File: src/rtl/rom_burst.sv
// Burst reader over a small constant ROM with a ready/valid beat handshake.
// Optional ROM_BURST_SUMA_EN adds a 16-bit running sum of accepted beats.
module rom_burst #(
   parameter int ANCHO       = 8,
   parameter int PROFUNDIDAD = 11,
   parameter int AW          = 8,
   parameter int LW          = 8,
   parameter int MODO_WRAP   = 0
) (
   input  logic             clk,
   input  logic             rst_n,
   input  logic             inicio,
   input  logic [AW-1:0]    direccion,
   input  logic [LW-1:0]    longitud,
   input  logic             listo,
   output logic [ANCHO-1:0] datos_s,
   output logic             valido,
   output logic             fin,
   output logic             ocupado,
   output logic             error
`ifdef ROM_BURST_SUMA_EN
   ,
   output logic [15:0]      suma
`endif
);

   typedef enum logic [1:0] {IDLE, LEER, SALIDA} estado_t;

   localparam logic WRAP = (MODO_WRAP != 0);

   estado_t          r_estado, w_sig;
   logic [AW-1:0]    r_dir;
   logic [LW-1:0]    r_rest;
   logic [ANCHO-1:0] r_datos;
   logic             r_valido, r_fin, r_ocupado, r_error;
   logic             w_captura, w_leer, w_acepta, w_ultimo, w_fuera;
   logic [31:0]      w_dir32, w_idx;
   logic [ANCHO-1:0] w_dato;

   function automatic logic [ANCHO-1:0] rom_leer(input logic [31:0] idx);
      logic [7:0] v;
      case (idx)
         32'd0:   v = 8'd95;
         32'd1:   v = 8'd90;
         32'd2:   v = 8'd96;
         32'd3:   v = 8'd98;
         32'd4:   v = 8'd93;
         32'd5:   v = 8'd94;
         32'd6:   v = 8'd97;
         32'd7:   v = 8'd103;
         32'd8:   v = 8'd56;
         32'd9:   v = 8'd97;
         32'd10:  v = 8'd77;
         default: v = 8'd0;
      endcase
      return ANCHO'(v);
   endfunction

   assign w_ultimo = (r_rest == LW'(1));
   assign w_dir32  = 32'(r_dir);
   assign w_fuera  = (w_dir32 >= 32'(PROFUNDIDAD));
   // Wrap mode folds any counter value back into the table; otherwise out-of-range reads 0.
   assign w_idx    = WRAP ? (w_dir32 % 32'(PROFUNDIDAD)) : w_dir32;
   assign w_dato   = (w_fuera && !WRAP) ? '0 : rom_leer(w_idx);

   always_ff @(posedge clk) begin
      if (!rst_n) r_estado <= IDLE;
      else        r_estado <= w_sig;
   end

   always_comb begin
      w_sig     = r_estado;
      w_captura = 1'b0;
      w_leer    = 1'b0;
      w_acepta  = 1'b0;
      case (r_estado)
         IDLE: if (inicio && longitud != '0) begin
            w_captura = 1'b1;
            w_sig     = LEER;
         end
         LEER: begin
            w_leer = 1'b1;
            w_sig  = SALIDA;
         end
         SALIDA: if (listo) begin
            w_acepta = 1'b1;
            w_sig    = w_ultimo ? IDLE : LEER;
         end
         default: w_sig = IDLE;
      endcase
   end

   always_ff @(posedge clk) begin
      if (!rst_n) begin
         r_dir     <= '0;
         r_rest    <= '0;
         r_datos   <= '0;
         r_valido  <= 1'b0;
         r_fin     <= 1'b0;
         r_ocupado <= 1'b0;
         r_error   <= 1'b0;
      end else begin
         if (w_captura) begin
            r_dir     <= direccion;
            r_rest    <= longitud;
            r_error   <= 1'b0;
            r_ocupado <= 1'b1;
         end
         if (w_leer) begin
            r_datos  <= w_dato;
            r_valido <= 1'b1;
            r_fin    <= w_ultimo;
            if (w_fuera && !WRAP) r_error <= 1'b1;
         end
         if (w_acepta) begin
            r_valido <= 1'b0;
            r_fin    <= 1'b0;
            if (w_ultimo) r_ocupado <= 1'b0;
            else begin
               r_dir  <= r_dir + AW'(1);
               r_rest <= r_rest - LW'(1);
            end
         end
      end
   end

`ifdef ROM_BURST_SUMA_EN
   logic [15:0] r_suma;
   always_ff @(posedge clk) begin
      if (!rst_n)        r_suma <= '0;
      else if (w_captura) r_suma <= '0;
      else if (w_acepta)  r_suma <= r_suma + 16'(r_datos);
   end
   assign suma = r_suma;
`endif

   assign datos_s = r_datos;
   assign valido  = r_valido;
   assign fin     = r_fin;
   assign ocupado = r_ocupado;
   assign error   = r_error;

endmodule

File: config.mk
export PLATFORM = sky130hd
export DESIGN_NAME = rom_burst
export DESIGN_NICKNAME = d
export VERILOG_FILES = /design/src/rtl/rom_burst.sv
export SDC_FILE = /design/constraint.sdc
export NUM_CORES = 1
export LEC_CHECK = 0
export CORE_UTILIZATION = 50
export DETAILED_ROUTE_END_ITERATION = 12
export PLACE_DENSITY = 0.87
export SETUP_SLACK_MARGIN = 0.2
export SYNTH_ARGS = -nofsm -noshare
export SYNTH_HDL_FRONTEND = slang
export SYNTH_SLANG_ARGS = --single-unit
File: constraint.sdc
create_clock -name clk -period 6.95 [get_ports clk]
set_clock_uncertainty 0.05 [all_clocks]
set_input_delay 2.085 -clock clk [delete_from_list [all_inputs] [get_ports clk]]
set_output_delay 2.085 -clock clk [all_outputs]
set_load 0.02 [all_outputs]
; ---- After elaboration in Yosys (flattened, before gate mapping)
; Memories as Yosys holds them, arrays and structs flattened. A register that Yosys moved wholly into a read port is not among the register bits.
; Cells that the tools add are included.
; W data, S select, Z words.
[word_totals]
regBits = 30
rom_bits = 112
input_bits = 20
output_inout_bits = 12
elab_cells = 48
memories = 1
[memory_table]
columns = memory, depth, width, read_ports, rd_ports_with_merged_regs, write_ports, line
row1 = (name not given), 16, 7, 1, 1, 0, 42  ; case (idx)
[op_classes]
add_sub_neg = 2
magnitude_cmp = 1
n_eq_ne = 5
mux = 24
n_bitwise = 1
reduce_logical = 6
[op_table]
columns = operator, n
row1 = $mux W8, 8
row2 = $logic_not A28 Y1, 1
row3 = $mux W1, 12
row4 = $add A8 B1 Y8 const B, 1
row5 = $eq A8 B1 Y1 const B, 1
row6 = $ge A8 B4 Y1 const B, 1
row7 = $reduce_bool A8 Y1, 1
row8 = $sub A8 B1 Y8 const B, 1
row9 = $pmux W2 S3, 1
row10 = $mux W2, 2
row11 = $mux W4, 1
row12 = $ne A2 B2 Y1 const B, 2
row13 = $eq A2 B1 Y1 const B, 1
row14 = $eq A2 B2 Y1 const B, 1
row15 = $logic_not A2 Y1, 1
row16 = $reduce_and A2 Y1, 1
row17 = $reduce_or A2 Y1, 1
row18 = $logic_and A1 B1 Y1, 1
row19 = $not A1 Y1, 1

; ---- Logic depth before layout (Yosys ltp)
; Gate-level depths: netlist of run 1.
[logic_depth]
word_depth = 8
ltp_mapped = 10
depth_no_buf = 10

; ---- Worst setup path before layout of run 1
; No wires, ideal clock.
[synth_path]
path_kind = input-to-reg
from = in longitud[0]
to = reg with a tool-made name
setup_time_ps = 66
arrival_time_ps = 3710
required_time_ps = 6834
path_slack_ps = 3124
cell_stages = 7
n_path_buf = 0
cell_sequence = nor4_1 a21o_1 o21ai_2 a211o_4 ha_1 or2_1 a21oi_2
[synth_lines]
columns = item, line
row1 = "start, declared", 14  ; input logic [LW-1:0] longitud,

==> summary.md, run 1 <==
| Metric | Value |
|---|---|
| Critical path peak fanout | 20 |
| DIE AREA | 3760 µm² |
| Htree depth | 2 |
| Slowest CP cell | a21oi_2 |
| Initial DRC Count | 139 |
| Hold Vio Cnt, Final | 0 |
| Busiest layer in global routing | met2 |
| Syn nets | 230 |
| First-pass GRT wire length | 6.33 mm |
| Post-CTS Setup Bufs | 0 |
| Post-route minimum period | 4.54 ns |
| Max-cap check violation count | 0 |
| Worst min path class | reg2reg |
| Switching power | 0.149 mW |
| Most frequent CP cell | a21oi_2 |
| Share of flip-flops with an asynchronous set or reset | 0% |
| Die height | 61.3 µm |
| Number of diodes | 0 |
| Met1 Use GR | 29.7% |
| Crit-path cells | clkdlybuf4s50_1 > or3b_1 > a21oi_2 > a211oi_2 > a211o_4 > ha_1 > or2_1 > a21oi_2 |
| Resize count post-CTS | 0 |
| WP data required | 7.19 ns |
| Arrival @ worst endpoint | 4.79 ns |
| CP delay by family, top | compound AO/OA/AOI/OAI gates |
| Place WS | 2.08 ns |
| Detail Route Antenna Nets | 0 |
| Outcome | finished clean |
| Max Transition Viols Final | 0 |
| P&R area growth vs syn | 21.1% |
| Vias per cell | 5.79 |
| Synth Cell Area | 1760 µm² |
| Yosys reg bits | 36 |
| Cts bufs inserted | 5 |
| CTS Root Cell | clkbuf_4 |
| CP Class | in2reg |
| Slew headroom | 35.0% |
| Effective utilization at floorplan | 52.3% |
| Count of nets after finishing | 259 |
| Maximum vdd drop | 0.000116 V |
| P_int | 0.316 mW |
| Gate power share | 23.8% |
| Cell Pwr Density | 218 nW/µm² |
| Clock power frac | 24.3% |
| Clock sink count | 36 |
| FILL cells | 311 |
| GPL Wtd Cong | 0.844 |
| Placed Instances | 273 |
| Average size of a mapped cell | 8.58 µm² |
| Buffers & Inverters on Critical Path | 1 |
| FMAX | 0.220 GHz |
| Core ar. | 3360 µm² |
| All-Layer GR Usage | 23.0% |
| Initial antenna violation count | 0 |
| Netlist cell types | 45 |
| CP max stage delay | 0.73 ns |
| Wire per inst | 14.1 µm |
| Final period utilization | 65.4% |
| Clock buffer depth | 2 |
| Worst-Skew Late Latency | 0.35 ns |
| GRT overflow | 0 |
| CTS tree | done |
| Seq/Total Area, Yosys | 41.0% |
| Post-route insts no fill | 281 |
| PortBufs | 30 |
| # DRC | 0 |
| Vias in the first global route | 1417 |
| DR vias | 1626 |
| Final setup margin | 2.41 ns |
| Leakage Power | 0.781 nW |
| TNS Setup | 0 ns |
| Io pins | 32 |
| Worst-Margin Slew | 0.975 ns |
| CP endpoint kind | register |
| CTS Hold Buffers Added | 0 |
| Row count | 21 |
| Sequential share of power | 52.0% |
| Post-synth EDFFs | 0 |
| Pre-Repair DR Iteration Count | 9 |
| Met2 usage | 36.6% |
| Post-DP HPWL | 2.81 mm |
| Critical Path Start Type | input port |
| Largest net degree at the start of global routing | 22 |
| Predominant post-synthesis flop cell | dfxtp_1 |
| Warnings from Yosys | 0 |
| GR met3 Demand/Resource | 6.72% |
| DRT Wirelength | 3.96 mm |
| Post-Layout Inst Area | 2130 µm² |
| Setup violators final | 0 |
| DIE WIDTH | 61.3 µm |
| RSZ-0062 raised after global routing | false |
| Layout cell share with drive strength beyond 1 | 10.2% |
| Reg clk slew, reported paths | 0.11 ns |
| Gate Count Post-Synth | 205 |
| Post-DP Area | 2070 µm² |
| Switching part of the total | 32.0% |
==> kinds of logic after synthesis <==
family | share of synthesized area, %
AO/OA/AOI/OAI | 25.4
AND/OR/NAND/NOR | 22.7
flip-flops | 41.0
multiplexers | 2.56
other | 0.213
adder cells (fa/ha/maj) | 3.56
buffers and inverters | 4.62
==> synth_stat cells, types with 2 or more instances <==
cell type  instances  area share, %
and3_1             2           0.71
a222oi_1           2            1.1
clkbuf_1           4           0.85
buf_2              2           0.57
nor2_1            19            4.1
a21oi_1           23            6.5
nand3_1            4            1.1
dfxtp_1           36             41
a31oi_1            3            1.1
nor3b_1            2           0.85
a211oi_1           4            1.7
o22ai_1            6            2.1
inv_1              7            1.5
buf_4              2           0.85
nand2b_1           4            1.4
mux2i_1            3            1.7
a221oi_1           3            1.5
o21ai_0           13            3.7
nor3_1             4            1.1
nor4_1             7            2.5
nand2_1           26            5.5
ha_1               5            3.6
a21oi_2            2            1.0
==> final timing paths <==
kind,from,endpoint,slack [ns],cells past startpoint
max,inicio,register,2.41,8
max reg2reg,r_estado[1]$_SDFFE_PN0P_,register,4.18,7
min reg2reg,register,datos_s[5]$_SDFFE_PN0N_,0.39,2
min,register,datos_s[5]$_SDFFE_PN0N_,0.39,2
==> layout by cell type, fill, tap and decap left out, types with 3 or more instances in the layout <==
cell and instances:
nor4_1 7, clkbuf_4 5, ha_1 5, a21oi_1 23, a211oi_1 4, dfxtp_1 36
inv_1 7, o21ai_0 13, a31oi_1 3, o22ai_1 6, a221oi_1 3, nand2_1 26
mux2i_1 3, clkdlybuf4s50_1 30, nor2_1 19, nand2b_1 4, nor3_1 4, nand3_1 4
==> layout make-up <==
cell class	count	area, µm²	area share, %
repair buffers	31	308	14.5
flip-flops and latches	36	721	33.8
inverters	8	30.0	1.41
well taps	46	57.6	2.70
multi-input cells	152	957	44.9
clock buffers	5	37.5	1.76
clock inverters	3	18.8	0.881
==> per-stage QoR <==
stage,utilization [%],power (mW),hold WS [ns]
floorplan,-,0.319,0.367
global placement,61.6,0.352,0.373
detailed placement,61.6,0.355,0.378
CTS,63.3,0.465,0.397
global route,63.3,0.492,0.407
finish,63.3,0.465,0.394
==> per-layer routing <==
metal | vias up | share of wire [%]
met3 | 5 | 6.6
met4 | 0 | 1.3
met1 | 755 | 46
met2 | 60 | 47
met5 | - | 0
li1 | 806 | -
==> worst reg2reg max path, delay by kind of cell (launching register included) <==
| family | cells | cell delay [ns] |
|---|---|---|
| fa+ha+maj | 1 | 0.22 |
| simple gates | 2 | 0.66 |
| compound gates | 4 | 1.42 |
| flops | 1 | 0.37 |
==> power by group through the flow <==
stage / Sequential, mW / Combinational (mW) / Clock [mW]
2_1_floorplan: 0.249 / 0.0699 / 0
3_3_place_gp: 0.245 / 0.107 / 0
3_5_place_dp: 0.246 / 0.109 / 0
4_1_cts: 0.241 / 0.110 / 0.114
5_1_grt: 0.244 / 0.122 / 0.126
6_report: 0.242 / 0.111 / 0.113
No activity file was read; power rests on OpenSTA's default activity.
==> inputs of run 2 (changes only) <==
==> constraint.sdc (replaced) <==
create_clock -name clk -period 4.61 [get_ports clk]
set_clock_uncertainty 0.05 [all_clocks]
set_input_delay 1.383 -clock clk [delete_from_list [all_inputs] [get_ports clk]]
set_output_delay 1.383 -clock clk [all_outputs]
set_load 0.02 [all_outputs]
==> run 2 against run 1 <==
  * Power is 62% higher
  * Clock-buffer cell count is 1 higher
  * Largest cell class unchanged
  * Cell count grew 0.71%
  * Clock power up 93%
  * Flip-flop and latch count did not move
  * Critical path depth stayed put
  * Non-clock buffer count up 2
  * Worst hold slack got worse by 0.012 ns
  * Register-to-register slack got worse by 2.3 ns
  * First-iteration DRC count fell by 32%
  * Sequential share of layout area down 0.55 points
==> summary.md, run 2 (synthesis results as in run 1) <==
| Metric | Value |
|---|---|
| Outcome | finished clean |
| Worst-Skew Late Latency | 0.35 ns (about the same) |
| Initial DRC Count | 94 (-32%) |
| FILL cells | 307 (-1.3%) |
| Gate power share | 22.5% (-1.3 points) |
| Switching part of the total | 29.0% (-3.0 points) |
| Cts bufs inserted | 5 (unchanged) |
| Arrival @ worst endpoint | 3.70 ns (-1.09 ns) |
| Setup violators final | 0 (unchanged) |
| Worst min path class | reg2reg |
| CTS tree | done |
| DIE AREA | 3760 µm² (unchanged) |
| GPL Wtd Cong | 0.861 (+2.0%) |
| Layout cell share with drive strength beyond 1 | 10.5% (+0.34 points) |
| Max Transition Viols Final | 0 (unchanged) |
| Detail Route Antenna Nets | 0 (unchanged) |
| Clock power frac | 29.1% (+4.8 points) |
| DIE WIDTH | 61.3 µm (unchanged) |
| Slew headroom | 60.0% (+25 points) |
| Core ar. | 3360 µm² (unchanged) |
| Place WS | 0.821 ns (-1.25 ns) |
| # DRC | 0 (unchanged) |
| Critical path peak fanout | 7 (-65%) |
| CTS Hold Buffers Added | 0 (unchanged) |
| CP Class | in2reg |
| Largest net degree at the start of global routing | 22 (unchanged) |
| RSZ-0062 raised after global routing | false |
| Pre-Repair DR Iteration Count | 5 (-4) |
| Initial antenna violation count | 0 (unchanged) |
| CP endpoint kind | register |
| Post-Route Utilization | 64.4% (+1.0 points) |
| Max-cap check violation count | 0 (unchanged) |
| Effective utilization at floorplan | 52.3% (unchanged) |
| Critical Path Start Type | input port |
| Final period utilization | 75.2% |
| Vias per cell | 5.75 (-0.71%) |
| Htree depth | 2 (unchanged) |
| Io pins | 32 (unchanged) |
| Wire per inst | 13.8 µm (-2.5%) |
| Hold Vio Cnt, Final | 0 (unchanged) |
| Multi-input gate area | 957 µm² (unchanged) |
| Reg area | 721 µm² (unchanged) |
| Commonest non-fill, non-tap cells in the layout | dfxtp_1 (36), clkdlybuf4s50_1 (30), nand2_1 (26) |
| Die height | 61.3 µm (unchanged) |
| Resize count post-CTS | 0 (unchanged) |
| Post-CTS Setup Bufs | 0 (unchanged) |
| First-pass GRT wire length | 6.33 mm (unchanged) |
| Post-DP HPWL | 2.85 mm (+1.6%) |
| Switching power | 0.218 mW (+46%) |
| P&R area growth vs syn | 23.0% |
| WP data required | 4.85 ns (-2.34 ns) |
| P_int | 0.533 mW (+69%) |
| DR vias | 1626 (unchanged) |
| Clock sink count | 36 (unchanged) |
| Vias in the first global route | 1489 (+5.1%) |
| Number of diodes | 0 (unchanged) |
| Reg clk slew, reported paths | 0.11 ns (about the same) |
| Most common cell after layout, fill and taps aside | dfxtp_1 |
| Post-route minimum period | 3.47 ns |
| TNS Setup | 0 ns (unchanged) |
| GRT overflow | 0 (unchanged) |
| Final setup margin | 1.14 ns (-1.26 ns) |
| PortBufs | 30 (unchanged) |
| Count of nets after finishing | 261 (+0.77%) |
| DRT Wirelength | 3.89 mm (-1.8%) |
| CTS Root Cell | clkbuf_4 |
| Hold_ws | 0.382 ns (-0.0118 ns) |
| Sequential share of power | 48.4% (-3.6 points) |
| Leakage Power | 0.798 nW (+2.2%) |
| Clock buffer depth | 2 (unchanged) |
| Row count | 21 (unchanged) |
| Maximum vdd drop | 0.000268 V (+130%) |
| Cell Pwr Density | 347 nW/µm² (+59%) |
| FMAX | 0.289 GHz |
| All-Layer GR Usage | 23.1% (+0.078 points) |
| Flop2flop setup slack | 1.90 ns (-2.28 ns) |
| Worst-Margin Slew | 0.598 ns (-0.377 ns) |
-- run 2: power groups by stage --
| stage | clock network (mW) | registers [mW] | logic [mW] |
|---|---|---|---|
| final | 0.218 | 0.364 | 0.169 |
| after global routing | 0.236 | 0.368 | 0.186 |
| after CTS | 0.220 | 0.363 | 0.168 |
| after detailed placement | 0 | 0.370 | 0.168 |
| after global placement | 0 | 0.369 | 0.164 |
| after floorplan | 0 | 0.375 | 0.105 |
-- run 2: routing by layer --
layer | track usage, % | part of all wire, % | vias up
met1 | 28.3 | 47 | 781
met4 | 12.0 | 0.75 | 0
li1 | - | - | 806
met2 | 38.2 | 49 | 34
met3 | 4.83 | 3.8 | 5
met5 | 0 | 0 | -
-- run 2: worst paths after layout --
| path | start | end | cells past startpoint |
|---|---|---|---|
| min | register | datos_s[3]$_SDFFE_PN0N_ | 2 |
| min reg2reg | register | datos_s[3]$_SDFFE_PN0N_ | 2 |
| max reg2reg | r_rest[1]$_SDFF_PN0_ | register | 10 |
| max | longitud[0] | register | 8 |
-- run 2: cell type report --
| cell class | instances | area share, % |
|---|---|---|
| repair buffers | 33 | 14.9 |
| clock buffers | 6 | 1.91 |
| clock inverters | 2 | 1.62 |
| inverters | 8 | 1.39 |
| well taps | 46 | 2.66 |
| flip-flops and latches | 36 | 33.3 |
| multi-input cells | 152 | 44.2 |
-- run 2: stage by stage --
step           instances  instance area (µm²)  power [mW]
3_5_place_dp         275                 2090       0.538
3_3_place_gp         275                 2090       0.533
2_1_floorplan        205                 1760       0.480
4_1_cts              283                 2160       0.751
6_report             283                 2160       0.751
5_1_grt              283                 2160       0.790
-- run 2: critical path, cell delays in order --
cell	delay, ns
clkdlybuf4s50_1	0.42
nor4_1	0.50
a21o_1	0.34
o21ai_2	0.08
a211o_4	0.38
ha_1	0.22
or2_1	0.25
a21oi_2	0.12
